<file path="src/rtl/ileave_pkg.sv">
// Shared types and the block permutation for the ping-pong (de)interleaver scheduler.
package ileave_pkg;

    typedef enum logic [1:0] {
        EMPTY    = 2'd0,
        FILLING  = 2'd1,
        FULL     = 2'd2,
        DRAINING = 2'd3
    } bank_state_e;

    typedef enum logic [1:0] {
        W_IDLE = 2'd0,
        W_FILL = 2'd1,
        W_PAD  = 2'd2,
        W_WAIT = 2'd3
    } wr_state_e;

    // Column-major readout of a row-major block; mode 1 swaps the roles of ROWS and COLS
    function automatic int perm_addr(input int k, input logic mode, input int rows, input int cols);
        if (mode == 1'b0) begin
            perm_addr = (k % rows) * cols + k / rows;
        end else begin
            perm_addr = (k % cols) * rows + k / cols;
        end
    endfunction

endpackage

</file>
<file path="src/rtl/ileave_addr_gen.sv">
// Block position counter with optional permutation; mode is captured on the first step of a block.
module ileave_addr_gen
    import ileave_pkg::*;
#(
    parameter int  ROWS = 4,
    parameter int  COLS = 4,
    parameter bit  PERM = 1'b0,
    localparam int N    = ROWS * COLS,
    localparam int AW   = $clog2(N)
) (
    input  logic          clk,
    input  logic          rst,
    input  logic          clr,
    input  logic          i_inc,
    input  logic          i_mode,
    output logic [AW-1:0] o_addr,
    output logic          o_wrap
);

    localparam logic [AW-1:0] LAST_IDX = AW'(N - 1);

    logic [AW-1:0] r_cnt;
    logic          r_mode;
    logic [AW-1:0] w_perm;

    // Position counter and per-block mode capture
    always_ff @(posedge clk or negedge rst) begin
        if (!rst) begin
            r_cnt  <= {AW{1'b0}};
            r_mode <= 1'b0;
        end else if (clr) begin
            r_cnt  <= {AW{1'b0}};
            r_mode <= 1'b0;
        end else if (i_inc) begin
            r_cnt <= (r_cnt == LAST_IDX) ? {AW{1'b0}} : r_cnt + AW'(1'b1);
            if (r_cnt == {AW{1'b0}}) begin
                r_mode <= i_mode;
            end else begin
                r_mode <= r_mode;
            end
        end else begin
            r_cnt  <= r_cnt;
            r_mode <= r_mode;
        end
    end

    // k = 0 maps to address 0 in either mode, so the captured mode is already valid for k >= 1
    assign w_perm = AW'(perm_addr(int'(r_cnt), r_mode, ROWS, COLS));
    assign o_addr = PERM ? w_perm : r_cnt;
    assign o_wrap = (r_cnt == LAST_IDX);

endmodule

</file>
<file path="src/rtl/ileave_bank_scheduler.sv">
// Two-bank ping-pong scheduler: linear writes into the free bank, permuted reads from the oldest full bank.
// End-of-packet zero padding and out_last are built only when ILV_FLUSH_EN is defined.
module ileave_bank_scheduler
    import ileave_pkg::*;
#(
    parameter int  ROWS = 4,
    parameter int  COLS = 4,
    localparam int N    = ROWS * COLS,
    localparam int AW   = $clog2(N)
) (
    input  logic          clk,
    input  logic          rst,
    input  logic          clr,
    input  logic          mode,
    input  logic          in_valid,
    input  logic          in_last,
    output logic          in_ready,
    output logic          wr_en,
    output logic          wr_bank,
    output logic [AW-1:0] wr_addr,
    output logic          wr_zero,
    output logic          rd_en,
    output logic          rd_bank,
    output logic [AW-1:0] rd_addr,
    input  logic          out_ready,
    output logic          out_valid,
    output logic          out_last,
    output logic          busy
);

`ifdef ILV_FLUSH_EN
    localparam bit FLUSH_EN = 1'b1;
`else
    localparam bit FLUSH_EN = 1'b0;
`endif

    wr_state_e   r_wr_state, w_wr_state_nxt;
    bank_state_e r_bank_st [2];
    bank_state_e w_bank_st_nxt [2];
    logic [1:0]  r_last, w_last_nxt;
    logic        r_wr_bank, r_rd_bank, r_out_valid, r_out_last;

    logic          w_in_ready, w_accept, w_pad_wr, w_wr_en;
    logic          w_wr_done, w_set_last;
    logic          w_rd_avail, w_rd_en, w_rd_release;
    logic          w_wcnt_wrap, w_rcnt_wrap, w_other_free, w_cur_free;
    logic [AW-1:0] w_wr_addr, w_rd_addr;

    ileave_addr_gen #(.ROWS(ROWS), .COLS(COLS), .PERM(1'b0)) u_wr_gen (
        .clk    (clk),
        .rst    (rst),
        .clr    (clr),
        .i_inc  (w_wr_en),
        .i_mode (1'b0),
        .o_addr (w_wr_addr),
        .o_wrap (w_wcnt_wrap)
    );

    ileave_addr_gen #(.ROWS(ROWS), .COLS(COLS), .PERM(1'b1)) u_rd_gen (
        .clk    (clk),
        .rst    (rst),
        .clr    (clr),
        .i_inc  (w_rd_en),
        .i_mode (mode),
        .o_addr (w_rd_addr),
        .o_wrap (w_rcnt_wrap)
    );

    // Strobes are gated by rst/clr so every output is quiet while either is held
    assign w_in_ready   = rst & ~clr & ((r_wr_state == W_IDLE) | (r_wr_state == W_FILL));
    assign w_accept     = in_valid & w_in_ready;
    assign w_pad_wr     = rst & ~clr & (r_wr_state == W_PAD);
    assign w_wr_en      = w_accept | w_pad_wr;
    assign w_rd_avail   = (r_bank_st[r_rd_bank] == FULL) | (r_bank_st[r_rd_bank] == DRAINING);
    assign w_rd_en      = rst & ~clr & out_ready & w_rd_avail;
    assign w_rd_release = w_rd_en & w_rcnt_wrap;
    assign w_other_free = (r_bank_st[~r_wr_bank] == EMPTY) | (w_rd_release & (r_rd_bank != r_wr_bank));
    assign w_cur_free   = (r_bank_st[r_wr_bank] == EMPTY) | (w_rd_release & (r_rd_bank == r_wr_bank));

    // Writer next state: fill, optional zero padding, wait for the next bank to drain
    always_comb begin
        w_wr_state_nxt = r_wr_state;
        w_wr_done      = 1'b0;
        w_set_last     = 1'b0;
        case (r_wr_state)
            W_IDLE, W_FILL: begin
                if (w_accept && w_wcnt_wrap) begin
                    w_wr_done      = 1'b1;
                    w_set_last     = FLUSH_EN & in_last;
                    w_wr_state_nxt = w_other_free ? W_IDLE : W_WAIT;
                end else if (w_accept && FLUSH_EN && in_last) begin
                    w_wr_state_nxt = W_PAD;
                end else if (w_accept) begin
                    w_wr_state_nxt = W_FILL;
                end else begin
                    w_wr_state_nxt = r_wr_state;
                end
            end
            W_PAD: begin
                if (w_pad_wr && w_wcnt_wrap) begin
                    w_wr_done      = 1'b1;
                    w_set_last     = 1'b1;
                    w_wr_state_nxt = w_other_free ? W_IDLE : W_WAIT;
                end else begin
                    w_wr_state_nxt = W_PAD;
                end
            end
            W_WAIT: begin
                if (w_cur_free) begin
                    w_wr_state_nxt = W_IDLE;
                end else begin
                    w_wr_state_nxt = W_WAIT;
                end
            end
            default: begin
                w_wr_state_nxt = W_IDLE;
            end
        endcase
    end

    // Per-bank lifecycle; writer and reader never touch the same bank in one cycle
    always_comb begin
        for (int b = 0; b < 2; b++) begin
            w_bank_st_nxt[b] = r_bank_st[b];
            w_last_nxt[b]    = r_last[b];
            if (w_wr_en && (r_wr_bank == 1'(b))) begin
                if (w_wr_done) begin
                    w_bank_st_nxt[b] = FULL;
                    w_last_nxt[b]    = w_set_last;
                end else if (r_bank_st[b] == EMPTY) begin
                    w_bank_st_nxt[b] = FILLING;
                end else begin
                    w_bank_st_nxt[b] = r_bank_st[b];
                end
            end else if (w_rd_en && (r_rd_bank == 1'(b))) begin
                if (w_rcnt_wrap) begin
                    w_bank_st_nxt[b] = EMPTY;
                    w_last_nxt[b]    = 1'b0;
                end else begin
                    w_bank_st_nxt[b] = DRAINING;
                end
            end else begin
                w_bank_st_nxt[b] = r_bank_st[b];
            end
        end
    end

    // State, bank pointers and the one-cycle read-data qualifiers
    always_ff @(posedge clk or negedge rst) begin
        if (!rst) begin
            r_wr_state   <= W_IDLE;
            r_bank_st[0] <= EMPTY;
            r_bank_st[1] <= EMPTY;
            r_last       <= 2'b00;
            r_wr_bank    <= 1'b0;
            r_rd_bank    <= 1'b0;
            r_out_valid  <= 1'b0;
            r_out_last   <= 1'b0;
        end else if (clr) begin
            r_wr_state   <= W_IDLE;
            r_bank_st[0] <= EMPTY;
            r_bank_st[1] <= EMPTY;
            r_last       <= 2'b00;
            r_wr_bank    <= 1'b0;
            r_rd_bank    <= 1'b0;
            r_out_valid  <= 1'b0;
            r_out_last   <= 1'b0;
        end else begin
            r_wr_state   <= w_wr_state_nxt;
            r_bank_st[0] <= w_bank_st_nxt[0];
            r_bank_st[1] <= w_bank_st_nxt[1];
            r_last       <= w_last_nxt;
            r_wr_bank    <= r_wr_bank ^ w_wr_done;
            r_rd_bank    <= r_rd_bank ^ w_rd_release;
            r_out_valid  <= w_rd_en;
            r_out_last   <= w_rd_release & r_last[r_rd_bank];
        end
    end

    assign in_ready  = w_in_ready;
    assign wr_en     = w_wr_en;
    assign wr_bank   = r_wr_bank;
    assign wr_addr   = w_wr_addr;
    assign wr_zero   = w_pad_wr;
    assign rd_en     = w_rd_en;
    assign rd_bank   = r_rd_bank;
    assign rd_addr   = w_rd_addr;
    assign out_valid = r_out_valid;
    assign out_last  = r_out_last;
    assign busy      = (r_bank_st[0] != EMPTY) | (r_bank_st[1] != EMPTY) | (r_wr_state == W_PAD);

endmodule

</file>
<file path="config.mk">
export PLATFORM = sky130hd
export DESIGN_NAME = ileave_bank_scheduler
export DESIGN_NICKNAME = d
export VERILOG_FILES = /design/src/rtl/ileave_pkg.sv /design/src/rtl/ileave_addr_gen.sv /design/src/rtl/ileave_bank_scheduler.sv
export SDC_FILE = /design/constraint.sdc
export NUM_CORES = 1
export LEC_CHECK = 0
export ABC_AREA = 1
export CAP_MARGIN = 20
export CORE_AREA = 5 5 83 47
export DETAILED_ROUTE_END_ITERATION = 10
export DIE_AREA = 0 0 88 52
export HOLD_SLACK_MARGIN = 0.06
export PLACE_DENSITY = 0.72
export SLEW_MARGIN = 30
export SYNTH_ARGS = -nofsm -noshare
export SYNTH_HDL_FRONTEND = slang
export SYNTH_HIERARCHICAL = 1
export SYNTH_SLANG_ARGS = --single-unit
</file>
<file path="constraint.sdc">
create_clock -name clk -period 3.32 [get_ports clk]
set_input_delay 0.996 -clock clk [delete_from_list [all_inputs] [get_ports clk]]
set_output_delay 0.996 -clock clk [all_outputs]
set_load 0.01 [all_outputs]
</file>
-- After elaboration in Yosys (flattened, before gate mapping)
Cells that the tools add are included.
- flip-flop bits (word level): 20
- latch bits: 0
- RAM bits: 0
- bits in read-only memories: 0
- input bits: 7
- memories: 0
- add/sub/neg operators: 3
- multiply operators: 0
- divide/modulo/power cells: 0
- order comparisons: 4
- equal/unequal tests: 14
- shifts and indexed selects: 0
- mux-type cells: 49
- bitwise gates (word level): 25
- reductions and logical operators: 24
- operators with widths (operator ; count):
    two-way mux 2 bit ; 25
    two-way mux 4 bit ; 7
    two-way mux 1 bit ; 15
    nonzero test 3 bit ; 4
    bitwise AND 1 bit ; 10
    logical NOT 2 bit ; 5
    adder 4 x 1 -> 4 bit, second input constant ; 2
    == test 2 bit, second input constant ; 4
    == test 4 bit, second input constant ; 2
    != test 4 x 3 -> 1 bit, second input constant ; 2
    nonzero test 2 bit ; 4
    bitwise OR 1 bit ; 7
    greater-or-equal comparator 2 bit, second input constant ; 3
    logical AND 1 bit ; 6
    != test 3 bit, second input constant ; 2
    NOT 1 -> 2 bit ; 3
    one-hot mux 2 bit (3 select lines) ; 1
    AND reduction 3 bit ; 2
    adder 4 x 2 -> 4 bit ; 1
    != test 4 bit, second input constant ; 1
    AND reduction 2 bit ; 2
    NOT 1 bit ; 3
    == test 2 x 1 -> 1 bit, second input constant ; 1
    < comparator 1 x 2 -> 1 bit, second input constant ; 1
    other kinds (5) ; 6

-- Depth between registers and ports, before layout
Gate-level depths: netlist (run 1).
- depth in word-level cells: 14
- gate-level depth with buffers: 10
- depth with buffers taken out: 10

-- Cells and area by module
Netlist (run 1), hierarchy kept.
- by module, submodules not included (module ; times used ; cells each ; area an instance (sq um) ; seq. area each (sq um)):
    ileave_bank_scheduler ; 1 ; 119 ; 874.6 ; 300.3
    ileave_addr_gen ; 2 ; 26 ; 224.0 ; 100.1

-- Worst setup path after synthesis (run 1)
Ideal clock, no wire load.
- path kind: input port to output port
- start point: input clr
- end point: output rd_en
- data arrival time: 1457 ps
- data required time: 2324 ps
- path slack: 867 ps
- stages: 3
- path buffers: 0
- path through: inv_2 nand3_2 nor2_4
- word-level cells in the longest chain between the ends: 4
- RTL lines (what ; line ; source):
    start: declaration ; ileave_bank_scheduler.sv:13 ; input logic clr,
    NOT 1 bit ; ileave_bank_scheduler.sv:75 ; assign w_rd_en = rst & ~clr & out_ready & w_rd_avail;
    bitwise AND 1 bit (3 in a row) ; ileave_bank_scheduler.sv:75 ;
    end: declaration ; ileave_bank_scheduler.sv:22 ; output logic rd_en,
No other way between the ends.

-- Worst setup path in the final report (run 1)
- start point: input rst
- end point: output wr_en
- word-level cells in the longest chain between the ends: 4
- elaborated cells on any way between the ends: 5
- RTL lines (what ; line ; source):
    start: declaration ; ileave_bank_scheduler.sv:12 ; input logic rst,
    bitwise AND 1 bit * ; ileave_bank_scheduler.sv:70, ileave_bank_scheduler.sv:72 ;
    bitwise AND 1 bit ; ileave_bank_scheduler.sv:70 ; assign w_in_ready = rst & ~clr & ((r_wr_state == W_IDLE) | (r_wr_state == W_FILL));
    bitwise AND 1 bit ; ileave_bank_scheduler.sv:71 ; assign w_accept = in_valid & w_in_ready;
    bitwise OR 1 bit * ; ileave_bank_scheduler.sv:73 ; assign w_wr_en = w_accept | w_pad_wr;
    end: declaration ; ileave_bank_scheduler.sv:18 ; output logic wr_en,
Every way passes the cells marked *; elsewhere a longest branch is shown, timed or not.

==> results of run 1 <==
-- per-layer routing --
metal  GRT usage (%)  vias up  part of all wire [%]  wire length (um)
li1                -      627                     -                 -
met1            21.9      522                    56              1690
met2            19.3       31                    39              1180
met3            4.11        2                   5.4               163
met4            2.30        0                  0.36                11
met5               0        -                     0                 0
-- power by group --
group	total, uW	switching (uW)	internal (uW)
sequential	260	7.62	252
clock	187	81.2	106
combinational	83.4	49.1	34.3
-- timing repair --
action / 4_1_cts / 5_1_grt
gates resized for setup: 5 / 0
endpoints found under the setup margin: 4 / 0
buffers inserted: 0 / 0
-- sequential cells by signal, indices dropped and copies added (netlist names) --
| name | flops |
|---|---|
| r_bank_st | 4 |
| r_last | 2 |
| r_wr_state | 2 |
| out_valid | 1 |
| u_wr_gen/o_addr | 4 |
| out_last | 1 |
| u_rd_gen/r_cnt | 4 |
| rd_bank | 1 |
| wr_bank | 1 |
-- worst max path at each step --
| stage | start | end | slack, ns | cells past startpoint |
|---|---|---|---|---|
| final | rst | wr_en | 0.12 | 7 |
| after global routing | rst | wr_en | 0.07 | 7 |
| after CTS | rst | wr_en | 0.11 | 7 |
| after detailed placement | clr | wr_en | -0.18 | 5 |
| after global placement | rst | wr_en | -0.14 | 7 |
| after floorplan | clr | rd_en | 0.87 | 3 |
-- through the flow --
| stage | total power (uW) | util (%) |
|---|---|---|
| floorplan | 308 | - |
| global placement | 349 | 52.5 |
| detailed placement | 350 | 52.5 |
| CTS | 536 | 54.0 |
| global route | 553 | 54.0 |
| finish | 530 | 54.0 |
-- area by class of cell --
type                       count  share of cell area (%)
clock buffer                   4                    3.21
timing repair buffer          33                    17.2
multi-input combinational    124                    41.9
inverter                      25                    5.48
sequential                    20                    29.2
tap                           42                    3.07
-- worst reg2reg max path, stage by stage, from the launching register on --
cell     delay [ns]
dfrtp_1        0.45
ha_1           0.27
nand3_2        0.09
inv_1          0.06
nand2_1        0.19
nand3_4        0.11
o21ai_2        0.17
nand2_1        0.06
and2_1         0.13
==> impl_metrics.tcl, run 1 <==
set metrics [dict create \
    syn_inst 170 \
    die-area_um2 4580 \
    coreArea_um2 3170 \
    max_stage_delay_ns 0.46 \
    min_to "r_last[0]" \
    path_delay_family "buffers and inverters" \
    placed_cell_area_um2 1660 \
    reg2reg_depth 8 \
    final_common_cell "nand2_1" \
    fin_ws_ns 0.125 \
    grt_use_total_pct 14.2 \
    vias 1182 \
    instances_no_fill 248 \
    clkLatencyLatePin_ns 0.26 \
    postSynthNetCount 179 \
    min_path_type "flop to flop" \
    tritoncts "yes" \
    die_y_um 52 \
    period_needed_ns 3.20 \
    first_pass_iters 4 \
    dpl.hpwl_mm 2.44 \
    postRouteAntennaNets 0 \
    start_kind "input pin" \
    crit_required_ns 2.32 \
    die_x_um 88 \
    powerDensity_nw_per_um2 309 \
    final_cell_mix "nand2_1, dfrtp_1, inv_1" \
    grt_pass1_wl_mm 5.08 \
    overflow 0 \
    cts_max_level 1 \
    grt_max_degree 12 \
    rows 15 \
    synthToLayoutAreaGrowth_pct 29.9 \
    drv_cap 0 \
    holdWs_ns 0.495 \
    path_class "input pin to output port" \
    r2r_end "r_bank_st[0]" \
    final_nets 216 \
    hold_buffers 0 \
    final_cell_area_um2 1710 \
    initial_core_util_pct 41.6 \
    setup_tns_ns 0 \
    outcome "finished, final reports clean" \
    drc 0 \
    drive_gt1_share_pct 22.3 \
    path_cells "clkdlybuf4s50_1 -> buf_4 -> inv_2 -> nor2_2 -> nand2_4 -> nand2_8 -> dlygate4sd2_1" \
    cp_data_arrival_time_ns 2.20 \
    seq_area_um2 500 \
    finalWeightedCongestion 0.801 \
    cp-end-kind "output port" \
    rrSetupSlack_ns 1.70 \
    cts_buffers 3 \
    antenna_cells 0 \
    setup_viol 0 \
    multi_input_area_um2 717 \
    antenna_found_initial 0 \
    clkTransAtPathRegs_ns 0.08 \
    io_buffers 21 \
    place_ws_ns -0.181 \
    avgRoutedWirePerCell_um 12.3 \
    cts_sinks 20 \
    fin_crit_sh_pct 96.2 \
    leakage_uw 0.000830 \
    ir_drop_mv 0.165 \
    fmax_mhz 313 \
    dp.cells 244 \
    worstMarginPinSlew_ns 0.382 \
    critPathBufInv 4 \
    first_iter_violations 104 \
    final-hold-violation-count 0 \
    hold_depth 2 \
    cts_root_buf "clkbuf_8" \
    grt_pass1_vias 1086 \
    avgSynthCellArea_um2 7.76 \
    ios 24 \
    crit_fanout 5 \
    wirelength_mm 3.04 \
    viasPerCell 4.77 \
    fillers 305 \
    min-delay-start "r_last[0]" \
    cts_buffer_depth 2 \
    slowest_stage "clkdlybuf4s50_1" \
    slew_headroom_pct 74.6 \
    fin_skew_ns 0.00726 \
    syn_area_um2 1320 \
    r2r_start "u_wr_gen/o_addr[0]" \
    drv_slew 0 \
    rsz0062_at_grt "false" \
    yosys_warnings 6 \
]
Note: power is estimated with default switching activity, not from simulation.
==> inputs of run 2 (changes only) <==
--- a/config.mk
+++ b/config.mk
@@ -7,9 +7,9 @@
 export LEC_CHECK = 0
 export ABC_AREA = 1
 export CAP_MARGIN = 20
-export CORE_AREA = 5 5 83 47
+export CORE_AREA = 2 2 80 44
 export DETAILED_ROUTE_END_ITERATION = 10
-export DIE_AREA = 0 0 88 52
+export DIE_AREA = 0 0 82 46
 export HOLD_SLACK_MARGIN = 0.06
 export PLACE_DENSITY = 0.72
 export SLEW_MARGIN = 30
==> impl_metrics.tcl, run 2 (synthesis gave the netlist of run 1 again) <==
set metrics [dict create \
    outcome "finished, final reports clean" \
    p_int_uw 448 \
    max_stage_delay_ns 0.46 \
    drive_gt1_share_pct 22.3 \
    drc 0 \
    grt_pass1_vias 1075 \
    first_iter_violations 77 \
    combPwrFrac_pct 14.1 \
    placed_cell_area_um2 1660 \
    seqPwrFrac_pct 43.8 \
    drv_slew 0 \
    die-area_um2 3770 \
    die_x_um 82 \
    rsz0062_at_grt "false" \
    power.switching_uw 145 \
    wirelength_mm 2.94 \
    grt_pass1_wl_mm 5.00 \
    die_y_um 46 \
    setup_viol 0 \
    cts_root_buf "clkbuf_8" \
    final_nets 216 \
    grt_use_total_pct 18.1 \
    seq_area_um2 500 \
    clkLatencyLatePin_ns 0.26 \
    fin_skew_ns 0.00199 \
    cts_buffer_depth 2 \
    cts_buffers 3 \
    path_delay_family "buffers and inverters" \
    rows 15 \
    vias 1171 \
    cts_sinks 20 \
    path_class "input pin to output port" \
    period_needed_ns 3.18 \
    final_cell_area_um2 1730 \
    finalWeightedCongestion 0.844 \
    fin_crit_sh_pct 95.8 \
    powerDensity_nw_per_um2 343 \
    cp-end-kind "output port" \
    overflow 0 \
    avgRoutedWirePerCell_um 11.8 \
    min_path_type "flop to flop" \
    pwr-share-clk_pct 42.0 \
    postRouteAntennaNets 0 \
    crit_required_ns 2.32 \
    slew_headroom_pct 74.4 \
    start_kind "input pin" \
    antenna_found_initial 0 \
    antenna_cells 0 \
    coreArea_um2 3150 \
    cts_max_level 1 \
    swShare_pct 24.4 \
    final-hold-violation-count 0 \
    slowest_stage "clkdlybuf4s50_1" \
    fillers 299 \
    crit_fanout 5 \
    leakage_uw 0.000838 \
    ios 24 \
    fmax_mhz 314 \
    cp_data_arrival_time_ns 2.18 \
    ir_drop_mv 0.149 \
    tritoncts "yes" \
    viasPerCell 4.72 \
    initial_core_util_pct 41.8 \
    io_buffers 21 \
    first_pass_iters 4 \
    clkTransAtPathRegs_ns 0.08 \
    drv_cap 0 \
    synthToLayoutAreaGrowth_pct 31.1 \
    setup_tns_ns 0 \
    final_cell_mix "nand2_1, dfrtp_1, inv_1" \
    dpl.hpwl_mm 2.34 \
    total_power_uw 592 \
    path_cells "clkdlybuf4s50_1 -> buf_4 -> inv_2 -> nor2_2 -> nand2_4 -> nand2_8 -> dlygate4sd2_1" \
    final_common_cell "nand2_1" \
    critPathBufInv 4 \
    grt_max_degree 13 \
    worstMarginPinSlew_ns 0.385 \
    multi_input_area_um2 717 \
]
run 2: area by class of cell:
cell class,instances,share of cell area [%]
flip-flops and latches,20,28.9
inverters,25,5.43
multi-input cells,124,41.5
repair buffers,33,17.0
clock inverters,1,1.74
clock buffers,3,2.39
well taps,42,3.04
run 2: worst min-delay path: cells and delay by family (launching register included):
family           cells  cell delay (ns)
DFF                  1             0.36
and+or+nand+nor      2             0.11
run 2: power by group through the flow:
stage	sequential, uW	combinational, uW	clock, uW
2_1_floorplan	264	44.8	0
5_1_grt	261	93.5	266
4_1_cts	260	84.5	255
3_3_place_gp	264	84.8	0
3_5_place_dp	265	85.6	0
6_report	260	83.8	249
run 2: stage by stage:
step	setup WS [ns]	hold WS, ns	cells	util, %
after floorplan	0.867	0.442	170	-
after global placement	-0.135	0.460	244	52.8
after detailed placement	-0.133	0.472	244	52.8
after CTS	0.127	0.492	248	54.8
after global routing	0.0822	0.515	248	54.8
final	0.139	0.490	248	54.8
run 2: worst paths after layout:
check                                        start       endpoint  slack [ns]  cells after the start
worst max-delay path                           rst          wr_en        0.14                      7
worst min-delay path                     r_last[1]      r_last[1]        0.49                      2
worst max register to register  u_wr_gen/o_addr[0]   r_bank_st[0]        1.71                      8
worst min register to register           r_last[1]      r_last[1]        0.49                      2
max in group asynchronous                      rst  r_wr_state[0]        1.98                      4
min in group asynchronous                      rst      out_valid        1.17                      3
run 2: repair_timing:
| action | CTS | global route |
|---|---|---|
| hold buffers | 0 | 0 |
| gates resized for setup | 5 | 0 |
| endpoints found under the setup margin | 4 | 0 |
| buffers inserted | 0 | 0 |
run 2: routing by layer:
layer,GRT usage [%],vias up,share of wire [%],wire length [um]
met5,0,-,0,0
met4,3.00,0,0,0
met3,5.36,0,4.5,133
met2,23.6,28,38,1110
met1,29.0,519,57,1690
li1,-,624,-,-
